--- src/rtl/vga_capture.sv ---
// vga_capture: receive side of a VGA timing interface.
//   Registers active-low vga_hs/vga_vs and 12-bit vga_rgb, recovers the pixel
//   position, measures line/frame length and locks after LOCK_FRAMES
//   consecutive frames that match the configured timing.
// Ports:
//   clk, rst                  pixel clock, synchronous active-high reset
//   vga_hs, vga_vs, vga_rgb   incoming sync (active low) and pixel data
//   pix_valid/pix_x/pix_y/pix_data  active pixel stream, only while locked
//   frame_start               1-cycle pulse per detected vsync fall
//   line_len, frame_lines     last measured line (clocks) / frame (lines)
//   locked, timing_err        lock status, 1-cycle pulse on lock loss
//   frame_sum                 (only with `define FRAME_SUM_EN) per-frame sum
//                             of captured pixel data, latched at vsync fall;
//                             value is unreliable for frames not fully locked
module vga_capture #(
  parameter int unsigned H_DISP      = 640,
  parameter int unsigned H_SYNC      = 96,
  parameter int unsigned H_BACK      = 48,
  parameter int unsigned H_TOTAL     = 800,
  parameter int unsigned V_DISP      = 480,
  parameter int unsigned V_SYNC      = 2,
  parameter int unsigned V_BACK      = 33,
  parameter int unsigned V_TOTAL     = 525,
  parameter int unsigned LOCK_FRAMES = 2
) (
  input  logic        clk,
  input  logic        rst,
  input  logic        vga_hs,
  input  logic        vga_vs,
  input  logic [11:0] vga_rgb,
  output logic        pix_valid,
  output logic [9:0]  pix_x,
  output logic [9:0]  pix_y,
  output logic [11:0] pix_data,
  output logic        frame_start,
  output logic [10:0] line_len,
  output logic [9:0]  frame_lines,
  output logic        locked,
  output logic        timing_err
`ifdef FRAME_SUM_EN
  ,
  output logic [15:0] frame_sum
`endif
);

  localparam logic [10:0] H_START   = 11'(H_SYNC + H_BACK);
  localparam logic [10:0] H_END     = 11'(H_SYNC + H_BACK + H_DISP - 1);
  localparam logic [9:0]  V_START   = 10'(V_SYNC + V_BACK);
  localparam logic [9:0]  V_END     = 10'(V_SYNC + V_BACK + V_DISP - 1);
  localparam logic [9:0]  X_OFF     = 10'(H_SYNC + H_BACK);
  localparam logic [11:0] H_TOTAL_W = 12'(H_TOTAL);
  localparam logic [10:0] V_TOTAL_W = 11'(V_TOTAL);
  localparam logic [3:0]  LOCK_N    = 4'(LOCK_FRAMES);

  typedef enum logic [1:0] {SEARCH, CHECK, LOCKED} state_t;

  state_t      state;
  logic [3:0]  good_cnt;
  logic        hs_r, hs_rr, vs_r, vs_rr;
  logic [11:0] rgb_r;
  logic [10:0] h_cnt, h_next;
  logic [9:0]  v_cnt, v_next;
  logic [11:0] h_len;
  logic [10:0] v_len;
  logic        h_seen, line_bad;
  logic        hs_fall, vs_fall, h_sat, len_bad, frame_ok, lose, active, valid_next;

  // h_next/v_next are the coordinates of the sample now held in rgb_r; the
  // window decode works on them so stage 2 lands 2 clocks after the pins.
  always_comb begin
    hs_fall  = hs_rr & ~hs_r;
    vs_fall  = vs_rr & ~vs_r;
    h_len    = {1'b0, h_cnt} + 12'd1;
    v_len    = {1'b0, v_cnt} + 11'd1;
    h_sat    = ~hs_fall & (h_cnt == '1);
    len_bad  = hs_fall & h_seen & (h_len != H_TOTAL_W);
    frame_ok = (v_len == V_TOTAL_W);

    h_next = h_cnt;
    if (hs_fall)     h_next = '0;
    else if (!h_sat) h_next = h_cnt + 11'd1;

    v_next = v_cnt;
    if (vs_fall)                      v_next = '0;
    else if (hs_fall && v_cnt != '1)  v_next = v_cnt + 10'd1;

    lose       = (state == LOCKED) & (len_bad | h_sat | (vs_fall & ~frame_ok));
    active     = (h_next >= H_START) && (h_next <= H_END) &&
                 (v_next >= V_START) && (v_next <= V_END);
    valid_next = (state == LOCKED) & ~lose & active;
  end

  // Input stage, position counters, measurements and pixel outputs.
  always_ff @(posedge clk) begin
    if (rst) begin
      hs_r        <= 1'b1;
      hs_rr       <= 1'b1;
      vs_r        <= 1'b1;
      vs_rr       <= 1'b1;
      rgb_r       <= '0;
      h_cnt       <= '0;
      v_cnt       <= '0;
      h_seen      <= 1'b0;
      line_bad    <= 1'b0;
      line_len    <= '0;
      frame_lines <= '0;
      frame_start <= 1'b0;
      pix_valid   <= 1'b0;
      pix_x       <= '0;
      pix_y       <= '0;
      pix_data    <= '0;
    end else begin
      hs_r        <= vga_hs;
      hs_rr       <= hs_r;
      vs_r        <= vga_vs;
      vs_rr       <= vs_r;
      rgb_r       <= vga_rgb;
      h_cnt       <= h_next;
      v_cnt       <= v_next;
      frame_start <= vs_fall;
      pix_valid   <= valid_next;
      if (hs_fall) begin
        line_len <= h_cnt + 11'd1;
        h_seen   <= 1'b1;
      end
      if (vs_fall) frame_lines <= v_cnt + 10'd1;
      // The frame verdict is taken from line_bad before this clear.
      if (vs_fall)                line_bad <= 1'b0;
      else if (len_bad || h_sat)  line_bad <= 1'b1;
      if (valid_next) begin
        pix_x    <= h_next[9:0] - X_OFF;
        pix_y    <= v_next - V_START;
        pix_data <= rgb_r;
      end
    end
  end

  // Lock state machine.
  always_ff @(posedge clk) begin
    if (rst) begin
      state      <= SEARCH;
      good_cnt   <= '0;
      locked     <= 1'b0;
      timing_err <= 1'b0;
    end else begin
      timing_err <= 1'b0;
      unique case (state)
        SEARCH: if (vs_fall) begin
          state    <= CHECK;
          good_cnt <= '0;
        end
        CHECK: if (vs_fall) begin
          if (frame_ok && !(line_bad || len_bad || h_sat)) begin
            good_cnt <= good_cnt + 4'd1;
            if (good_cnt + 4'd1 == LOCK_N) begin
              state  <= LOCKED;
              locked <= 1'b1;
            end
          end else begin
            good_cnt <= '0;
          end
        end
        LOCKED: if (lose) begin
          state      <= SEARCH;
          locked     <= 1'b0;
          timing_err <= 1'b1;
        end
        default: state <= SEARCH;
      endcase
    end
  end

`ifdef FRAME_SUM_EN
  logic [15:0] sum_acc;

  always_ff @(posedge clk) begin
    if (rst) begin
      sum_acc   <= '0;
      frame_sum <= '0;
    end else if (vs_fall) begin
      frame_sum <= sum_acc;
      sum_acc   <= '0;
    end else if (valid_next) begin
      sum_acc <= sum_acc + {4'b0, rgb_r};
    end
  end
`endif

endmodule

--- config.mk ---
export PLATFORM = sky130hd
export DESIGN_NAME = vga_capture
export DESIGN_NICKNAME = d
export VERILOG_FILES = /design/src/rtl/vga_capture.sv
export SDC_FILE = /design/constraint.sdc
export NUM_CORES = 1
export LEC_CHECK = 0
export BUFFER_PORTS_ARGS = -buffer_cell sky130_fd_sc_hd__buf_4
export CAP_MARGIN = 20
export CORE_AREA = 4 4 103 105
export CTS_CLUSTER_SIZE = 28
export DETAILED_ROUTE_END_ITERATION = 8
export DIE_AREA = 0 0 107 109
export PLACE_DENSITY_LB_ADDON = 0.12
export SLEW_MARGIN = 20
export SYNTH_ARGS = -nofsm -noshare
export SYNTH_HDL_FRONTEND = slang
export SYNTH_SLANG_ARGS = --single-unit
--- constraint.sdc ---
create_clock -name clk -period 3.15 [get_ports clk]
set_input_delay 0.1575 -clock clk [delete_from_list [all_inputs] [get_ports clk]]
set_output_delay 0.1575 -clock clk [all_outputs]
set_load 0.05 [all_outputs]
==> flow_metrics.py, run 1 <==
metrics = {
    "logic_synthesis": {
        "synth_edf_count": 0,
        "ys_async_sr_fraction_pct": 0,
        "ys_seq_area_share_pct": 42.4,
        "ys_warn_count": 0,
        "synth-seq-cells": 102,
        "ys_types": 64,
        "netlist_area_sq_mm": 0.00482,
        "syn-num-nets": 593,
        "syn_inst": 567,
        "yosys_most_used_dff": "dfxtp_1",
        "avgSynthCellArea_sq_um": 8.50,
    },
    "drt": {
        "final_antenna_net_count": 0,
        "drtPass1Iterations": 5,
        "drc": 0,
        "via_per_inst": 5.56,
        "routed-via-count": 4450,
        "wl_per_cell_microns": 15.8,
        "routed_wl_mm": 12.7,
        "first_iter_violations": 208,
    },
    "placed_design": {
        "place_area_sq_mm": 0.00566,
        "hpwl_mm": 9.19,
        "io_buffers": 72,
        "routabilityCongestion": 0.902,
        "dp_cells": 771,
        "dp_worst_setup_slack_ps": -54.4,
    },
    "global_routing": {
        "grt_use_total_pct": 22.0,
        "grt_max_degree": 52,
        "antenna_found_initial": 0,
        "grt_pass1_vias": 4064,
        "gr-total-overflow": 0,
        "grt_pass1_wl_mm": 20.5,
    },
    "worst_setup_path": {
        "cp-startpoint": "h_cnt[0]",
        "cp_max_fo": 5,
        "required_ps": 3400,
        "start_kind": "flop",
        "rr_endpoint": "pix_y[4]",
        "crit_type": "flop to flop",
        "reg2reg_from": "h_cnt[0]",
        "cp-end-kind": "flop",
        "cp.arrival_ps": 3240,
        "rrSetupSlack_ps": 160,
        "reg2reg_depth": 13,
    },
    "clocking": {
        "clk_path_buf_depth": 2,
        "htree_levels": 3,
        "clk_pin_slew_ps": 100,
        "clock-root-buffer": "clkbuf_8",
        "cts_tree": "yes",
        "insertion_delay_ps": 360,
        "cts_buffers": 9,
        "clock_sinks": 102,
    },
    "power_and_ir_drop": {
        "ir_drop_uv": 234,
        "power.density_mw_per_mm2": 414,
        "leakage_uw": 0.00235,
    },
    "final_layout": {
        "drive_gt1_share_pct": 23.8,
        "design_area_sq_mm": 0.00605,
        "fin_nets": 689,
        "fillerInstances": 871,
        "fin_util_pct": 62.8,
        "final_cells": 801,
        "antennaDiodeCount": 0,
        "area_growth_pct": 25.6,
        "final_common_cell": "buf_4",
        "layout_common_cells": "113 x buf_4, 99 x dfxtp_1, 51 x nor2_1, 41 x nand2_1, 38 x a21oi_1",
    },
    "floorplanning": {
        "io_pins": 73,
        "fp.dieW_microns": 107,
        "initial_utilization_pct": 50.0,
        "die-area_sq_mm": 0.0117,
        "fp-row-count": 36,
        "fp.dieH_microns": 109,
        "coreArea_sq_mm": 0.00964,
    },
    "sta": {
        "setup_tns_ps": 0,
        "setup_viol": 0,
        "layout_setup_ws_ps": 159,
        "finalHoldViolations": 0,
        "finalCritPeriodShare_pct": 95.0,
        "final.setup_skew_ps": 3.98,
        "slew_headroom_pct": 64.3,
        "max_freq_ghz": 0.334,
        "report.final.slew_viol_count": 0,
        "fin_crit_ps": 2990,
        "tightest_slew_ps": 533,
    },
    "hold_path": {
        "hold-path-endpoint": "rgb_r[9]",
        "min-delay-start": "vga_rgb[9]",
        "hold_path.class": "input port to flop",
        "whs_path_depth": 2,
    },
    "run_status": {
        "status": "finished clean",
    },
    "job": {
        "cap_violations": 0,
    },
}
[sequential cells by signal, summed over array words and instances (netlist names), 2 cells and up]
signal and cells:
v_cnt 10, rgb_r 12, h_cnt 11, pix_x 10, line_len 11, pix_y 10
frame_lines 10, good_cnt 4, state 2, pix_data 12
[worst max-delay path, stage by stage, from the launching register on]
cell and delay, ps:
dfxtp_2 380, nand4_1 160, or2_2 360, xnor2_2 160
o21ai_1 180, ha_1 170, nand2_1 50, nor3_1 130
a211oi_1 100, a311oi_1 300, o32a_1 230, o21a_2 220
nand2_2 110, o311a_1 340
[report_power, final]
part	leakage [uW]	internal (uW)	switching [uW]
Clock	0.000108	459	473
Combinational	0.00141	84.9	150
Sequential	0.000831	1320	18.1
Total	0.00235	1870	641
[metal layers]
layer	GRT usage, %	vias up	wire [microns]
met5	0	-	0
met4	6.85	0	172
met3	3.73	11	778
met2	33.7	133	5560
met1	31.8	2094	6140
li1	-	2212	-
[per-stage QoR]
stage	hold slack (ps)	power, uW
floorplan	261	1520
CTS	3.29	2530
global route	11.1	2610
global placement	345	1590
detailed placement	348	1590
finish	17.9	2510
[Yosys cell counts, types with 6 or more instances]
cell      count  area share (%)
nand4_1       7            0.91
nor2b_1      15             1.9
clkbuf_1     20             1.6
ha_1         10             2.6
inv_1        16             1.2
xnor2_1      17             3.1
dfxtp_1     102              42
o21ai_0      29             3.0
nor3_1       19             2.0
a211oi_1     28             4.4
buf_2        14             1.5
o211ai_1      7             1.1
nand3_1      34             3.5
and2_1        6            0.78
and3_1        8             1.0
a21oi_1      38             3.9
nor2_1       51             4.0
nor4_1        6            0.78
nand2b_1      8             1.0
nand2_1      42             3.3
xor2_1       12             2.2
o21ai_1       6            0.62
[cells by family (layout without fill, tap and decap cells)]
logic type,after synthesis,after routing,synth area share [%]
AND/OR/NAND/NOR,214,214,22.2
XOR/XNOR,29,29,5.27
adder cells (fa/ha/maj),10,10,2.60
flip-flops,102,102,42.4
buffers and inverters,58,159,5.35
multiplexers,5,5,1.06
AO/OA/AOI/OAI,149,149,21.2
[area by class of cell]
type | count | area [sq um] | share of cell area [%]
multi-input combinational | 407 | 2540 | 42.0
timing repair buffer | 127 | 1010 | 16.7
sequential | 102 | 2050 | 33.8
tap | 133 | 166 | 2.75
clock buffer | 9 | 124 | 2.05
inverter | 16 | 60.1 | 0.992
clock inverter | 7 | 104 | 1.72
[worst max-delay path by stage]
stage	endpoint	slack, ps	cells past startpoint
2_1_floorplan	pix_data[10]	0.3	15
5_1_grt	pix_y[9]	-30	14
4_1_cts	pix_y[4]	60	13
3_3_place_gp	pix_y[4]	40	13
6_report	pix_y[4]	160	13
3_5_place_dp	pix_y[4]	-50	13
[timing repair]
| item | CTS | global route |
|---|---|---|
| gates resized for setup | 2 | 8 |
| buffers inserted | 0 | 3 |
| cloned | 0 | 0 |
| hold endpoints to repair | 11 | 0 |
| hold buffers | 11 | 0 |
| pin swaps | 0 | 2 |
| endpoints found under the setup margin | 3 | 32 |
No activity file was read; power rests on OpenSTA's default activity.
==> run 2: changes to the inputs <==
==> config.mk (replaced) <==
export PLATFORM = sky130hd
export DESIGN_NAME = vga_capture
export DESIGN_NICKNAME = d
export VERILOG_FILES = /design/src/rtl/vga_capture.sv
export SDC_FILE = /design/constraint.sdc
export NUM_CORES = 1
export LEC_CHECK = 0
export CAP_MARGIN = 20
export CORE_AREA = 4 4 97 99
export CTS_CLUSTER_SIZE = 28
export DETAILED_ROUTE_END_ITERATION = 8
export DIE_AREA = 0 0 101 103
export DONT_BUFFER_PORTS = 1
export PLACE_DENSITY_LB_ADDON = 0.12
export REMOVE_ABC_BUFFERS = 1
export SLEW_MARGIN = 20
export SYNTH_ARGS = -nofsm -noshare
export SYNTH_HDL_FRONTEND = slang
export SYNTH_SLANG_ARGS = --single-unit
==> flow_metrics.py, run 2 (synthesized netlist as in run 1, its figures left out) <==
metrics = {
    "drt": {
        "first_iter_violations": 172,
        "drc": 0,
        "final_antenna_net_count": 0,
        "routed-via-count": 4130,
        "via_per_inst": 5.81,
        "drtPass1Iterations": 4,
        "routed_wl_mm": 12.0,
        "wl_per_cell_microns": 16.9,
    },
    "final_layout": {
        "fin_util_pct": 65.1,
        "drive_gt1_share_pct": 15.4,
        "layout_common_cells": "100 x dfxtp_1, 51 x nor2_1, 44 x buf_4, 42 x nand2_1, 38 x a21oi_1",
        "design_area_sq_mm": 0.00557,
        "fin_nets": 624,
        "multi_input_area_sq_mm": 0.00258,
        "final_common_cell": "dfxtp_1",
        "antennaDiodeCount": 0,
        "fillerInstances": 746,
        "regArea_sq_mm": 0.00204,
        "top_regs": "pix_data: 12 flops, rgb_r: 12 flops",
        "area_growth_pct": 15.5,
    },
    "worst_setup_path": {
        "required_ps": 3410,
        "reg2reg_depth": 13,
        "cp.arrival_ps": 3280,
        "cp_max_fo": 6,
        "reg2reg_from": "h_cnt[6]",
        "crit_path_end": "pix_y[4]",
        "cp-startpoint": "h_cnt[6]",
        "rr_endpoint": "pix_y[4]",
        "cp-end-kind": "flop",
        "start_kind": "flop",
        "rrSetupSlack_ps": 120,
        "crit_type": "flop to flop",
    },
    "clocking": {
        "insertion_delay_ps": 360,
        "htree_levels": 3,
        "cts_tree": "yes",
        "clock-root-buffer": "clkbuf_8",
        "clock_sinks": 102,
        "clk_path_buf_depth": 2,
        "clk_pin_slew_ps": 110,
        "cts_buffers": 9,
    },
    "sta": {
        "setup_tns_ps": 0,
        "slew_headroom_pct": 61.3,
        "finalCritPeriodShare_pct": 96.1,
        "fin_crit_ps": 3030,
        "holdWs_ps": 51.0,
        "setup_viol": 0,
        "tightest_slew_ps": 566,
        "max_freq_ghz": 0.330,
        "finalHoldViolations": 0,
        "final.setup_skew_ps": 7.61,
        "report.final.slew_viol_count": 0,
    },
    "power_and_ir_drop": {
        "ir_drop_uv": 274,
        "power.density_mw_per_mm2": 434,
        "leakage_uw": 0.00200,
        "p_total_uw": 2420,
    },
    "floorplanning": {
        "fp.dieW_microns": 101,
        "io_pins": 73,
        "initial_utilization_pct": 56.4,
        "fp-row-count": 34,
        "fp.dieH_microns": 103,
        "die-area_sq_mm": 0.0104,
        "coreArea_sq_mm": 0.00855,
    },
    "global_routing": {
        "grt_pass1_vias": 3960,
        "grt_pass1_wl_mm": 19.4,
        "grt_max_degree": 88,
        "gr-total-overflow": 0,
        "grt_use_total_pct": 23.3,
        "antenna_found_initial": 0,
    },
    "placed_design": {
        "routabilityCongestion": 0.935,
        "hpwl_mm": 8.21,
        "io_buffers": 0,
        "place_area_sq_mm": 0.00508,
    },
    "hold_path": {
        "hold_path.class": "input port to flop",
    },
    "job": {
        "cap_violations": 0,
    },
    "run_status": {
        "status": "finished clean",
    },
}
[run 2: cell types whose count changed in the layout (fill, tap and decap cells not counted), sizes merged]
cell / change
clkinv: +2
buf: -69
bufinv: -1
inv: -1
dlygate4sd3: +4
[run 2: per-stage QoR]
step                std cells  setup WS (ps)
floorplan                 525          -1210
global placement          675            142
detailed placement        675           22.2
CTS                       707           6.51
global route              711          -73.8
finish                    711            124
[run 2: timing repair]
action,in CTS,in global routing
hold endpoints to repair,89,0
setup endpoints to repair,9,33
pin swaps,0,4
gates resized for setup,1,16
buffers inserted,0,4
hold buffers,16,0
[run 2: routing by layer]
| metal | wire length [microns] | vias up | part of all wire [%] | track usage, % |
|---|---|---|---|---|
| met5 | 0 | - | 0 | 0 |
| li1 | - | 2089 | - | - |
| met2 | 5210 | 104 | 43 | 35.3 |
| met1 | 5670 | 1924 | 47 | 31.4 |
| met4 | 210 | 0 | 1.8 | 7.46 |
| met3 | 895 | 13 | 7.5 | 7.71 |
[run 2: how the worst min path moves through the flow]
| stage | start | endpoint | slack, ps | depth (start not counted) |
|---|---|---|---|---|
| detailed placement | rst | pix_data[3] | 240 | 1 |
| global route | rst | good_cnt[2] | 80 | 3 |
| CTS | rst | good_cnt[2] | 50 | 3 |
| global placement | rst | pix_data[11] | 240 | 1 |
| finish | rst | good_cnt[2] | 50 | 3 |
| floorplan | rst | pix_x[9] | 220 | 1 |
[run 2: power breakdown]
part / switching [uW] / internal (uW)
clock network: 490 / 379
logic: 90.1 / 63.9
registers: 71.9 / 1320
total: 652 / 1760
[run 2: layout make-up]
| class | instances | area share [%] |
|---|---|---|
| multi-input cells | 407 | 46.4 |
| flip-flops and latches | 102 | 36.7 |
| repair buffers | 62 | 9.69 |
| clock buffers | 9 | 2.22 |
| inverters | 16 | 1.08 |
| clock inverters | 7 | 1.46 |
| well taps | 108 | 2.43 |
[run 2: worst max-delay path, stage by stage (launching register included)]
cell and delay, ps:
dfxtp_1 410, nand4_1 260, nor4_2 440, o21ai_2 120, ha_1 190, nand2_1 60
nor3_1 40, a211oi_1 270, a311oi_1 120, o32a_1 420, o21a_4 160, buf_4 160
a21o_1 150, o311a_1 110
==> run 3: changes to the inputs <==
--- a/config.mk
+++ b/config.mk
@@ -6,12 +6,14 @@
 export NUM_CORES = 1
 export LEC_CHECK = 0
 export CAP_MARGIN = 20
-export CORE_AREA = 4 4 97 99
+export CELL_PAD_IN_SITES_DETAIL_PLACEMENT = 1
+export CELL_PAD_IN_SITES_GLOBAL_PLACEMENT = 1
+export CORE_AREA = 4 4 111 113
 export CTS_CLUSTER_SIZE = 28
 export DETAILED_ROUTE_END_ITERATION = 8
-export DIE_AREA = 0 0 101 103
+export DIE_AREA = 0 0 115 117
 export DONT_BUFFER_PORTS = 1
-export PLACE_DENSITY_LB_ADDON = 0.12
+export PLACE_DENSITY_LB_ADDON = 0.2
 export REMOVE_ABC_BUFFERS = 1
 export SLEW_MARGIN = 20
 export SYNTH_ARGS = -nofsm -noshare
==> flow_metrics.py, run 3 (synthesized netlist as in run 1, its figures left out) <==
metrics = {
    "run_status": {
        "status": "finished clean",
    },
    "clocking": {
        "clock_sinks": 102,
        "cts_tree": "yes",
        "insertion_delay_ps": 350,
        "htree_levels": 3,
        "clk_path_buf_depth": 2,
        "cts_buffers": 9,
        "clk_pin_slew_ps": 70,
        "clock-root-buffer": "clkbuf_16",
    },
    "power_and_ir_drop": {
        "leakage_uw": 0.00208,
        "power.density_mw_per_mm2": 471,
        "ir_drop_uv": 334,
    },
    "worst_setup_path": {
        "cp_max_fo": 11,
        "critPathBufInv": 2,
        "rr_endpoint": "pix_y[4]",
        "reg2reg_depth": 15,
        "rrSetupSlack_ps": 160,
        "cp-end-kind": "flop",
        "start_kind": "flop",
        "cpMaxStageDelayCell": "o32a_1",
        "critical-path-top-delay-family": "compound AO/OA/AOI/OAI gates",
        "required_ps": 3390,
        "crit_chain": "ha_2, nand3_1, buf_4, nand2_1, and3_4, ha_1, nand2_1, nor3_1, a211oi_1, a311oi_1, o32a_1, o21a_4, buf_4, a21o_1, o311a_1",
        "reg2reg_from": "h_cnt[0]",
        "cp.depth": 15,
        "cp.arrival_ps": 3220,
        "critPathMaxStageDelay_ps": 420,
        "crit_type": "flop to flop",
    },
    "final_layout": {
        "area_growth_pct": 20.0,
        "top_regs": "pix_data: 12 flops, rgb_r: 12 flops",
        "drive_gt1_share_pct": 17.3,
        "final_cells": 750,
        "antennaDiodeCount": 0,
        "fin_util_pct": 51.1,
        "layout_common_cells": "96 x dfxtp_1, 50 x nor2_1, 46 x buf_4, 42 x nand2_1, 38 x a21oi_1",
        "final_common_cell": "dfxtp_1",
        "design_area_sq_mm": 0.00578,
        "fin_nets": 629,
    },
    "global_routing": {
        "antenna_found_initial": 0,
        "grt_pass1_vias": 4447,
        "grt_pass1_wl_mm": 23.6,
        "grt_max_degree": 88,
        "gr-total-overflow": 0,
        "grt_use_total_pct": 22.0,
    },
    "sta": {
        "report.final.slew_viol_count": 0,
        "finalCritPeriodShare_pct": 94.9,
        "setup_viol": 0,
        "finalHoldViolations": 0,
        "fin_crit_ps": 2990,
        "final.setup_skew_ps": 8.81,
        "holdWs_ps": 68.8,
        "slew_headroom_pct": 60.0,
        "tightest_slew_ps": 585,
        "max_freq_ghz": 0.335,
    },
    "drt": {
        "wl_per_cell_microns": 19.4,
        "final_antenna_net_count": 0,
        "via_per_inst": 5.76,
        "drc": 0,
        "drtPass1Iterations": 4,
        "routed-via-count": 4322,
        "routed_wl_mm": 14.5,
        "first_iter_violations": 162,
    },
    "hold_path": {
        "whs_path_depth": 3,
        "hold_path.class": "input port to flop",
        "min-delay-start": "rst",
        "hold-path-endpoint": "good_cnt[2]",
    },
    "floorplanning": {
        "fp.dieW_microns": 115,
        "coreArea_sq_mm": 0.0113,
        "die-area_sq_mm": 0.0135,
        "io_pins": 73,
        "fp-row-count": 39,
        "initial_utilization_pct": 42.6,
        "fp.dieH_microns": 117,
    },
    "placed_design": {
        "hpwl_mm": 9.92,
        "routabilityCongestion": 0.918,
        "io_buffers": 0,
        "dp_cells": 717,
        "place_area_sq_mm": 0.00520,
    },
    "job": {
        "cap_violations": 0,
    },
}
==> run 3: worst max path at each step <==
stage                     endpoint      from
after floorplan           pix_y[4]     hs_rr
after detailed placement  pix_x[5]  h_cnt[1]
final                     pix_y[4]  h_cnt[0]
after global routing      pix_y[9]  h_cnt[4]
after global placement    pix_x[4]  h_cnt[0]
after CTS                 pix_x[5]  h_cnt[7]
==> run 3: timing repair <==
item                                    4_1_cts  5_1_grt
endpoints found under the hold margin        88        0
hold buffers                                 16        0
gates cloned                                  0        1
endpoints found under the setup margin       15       33
pin swaps                                     0        4
setup buffers                                 0        1
gates resized for setup                       2       27
==> run 3: area by class of cell <==
cell class	count	area, sq um
inverter	16	60.1
fill	1320	5540
clock buffer	10	239
multi-input combinational	407	2590
clock inverter	5	65.1
tap	143	179
sequential	102	2050
timing repair buffer	67	597
==> run 3: where the power goes <==
group / internal, uW / switching [uW]
clock: 645 / 529
sequential: 1320 / 71.9
combinational: 64.2 / 94.7
==> run 3: through the flow <==
step / setup TNS, ps / power, uW / setup slack, ps
finish: 0 / 2720 / 161
CTS: 0 / 2750 / 9.43
global placement: 0 / 1540 / 169
global route: -0.506 / 2840 / -0.506
detailed placement: -415 / 1540 / -85.7
floorplan: -29290 / 1500 / -1210
==> run 3: metal layers <==
| layer | GRT usage [%] | vias up | wire (microns) |
|---|---|---|---|
| li1 | - | 2086 | - |
| met1 | 29.7 | 2138 | 6640 |
| met2 | 35.5 | 85 | 6860 |
| met3 | 5.24 | 13 | 855 |
| met4 | 6.03 | 0 | 164 |
| met5 | 0 | - | 0 |
==> run 3: worst min-delay path, cell delays in order <==
cell	delay (ps)
nor2_1	80
o21ai_0	80
o21ai_0	70
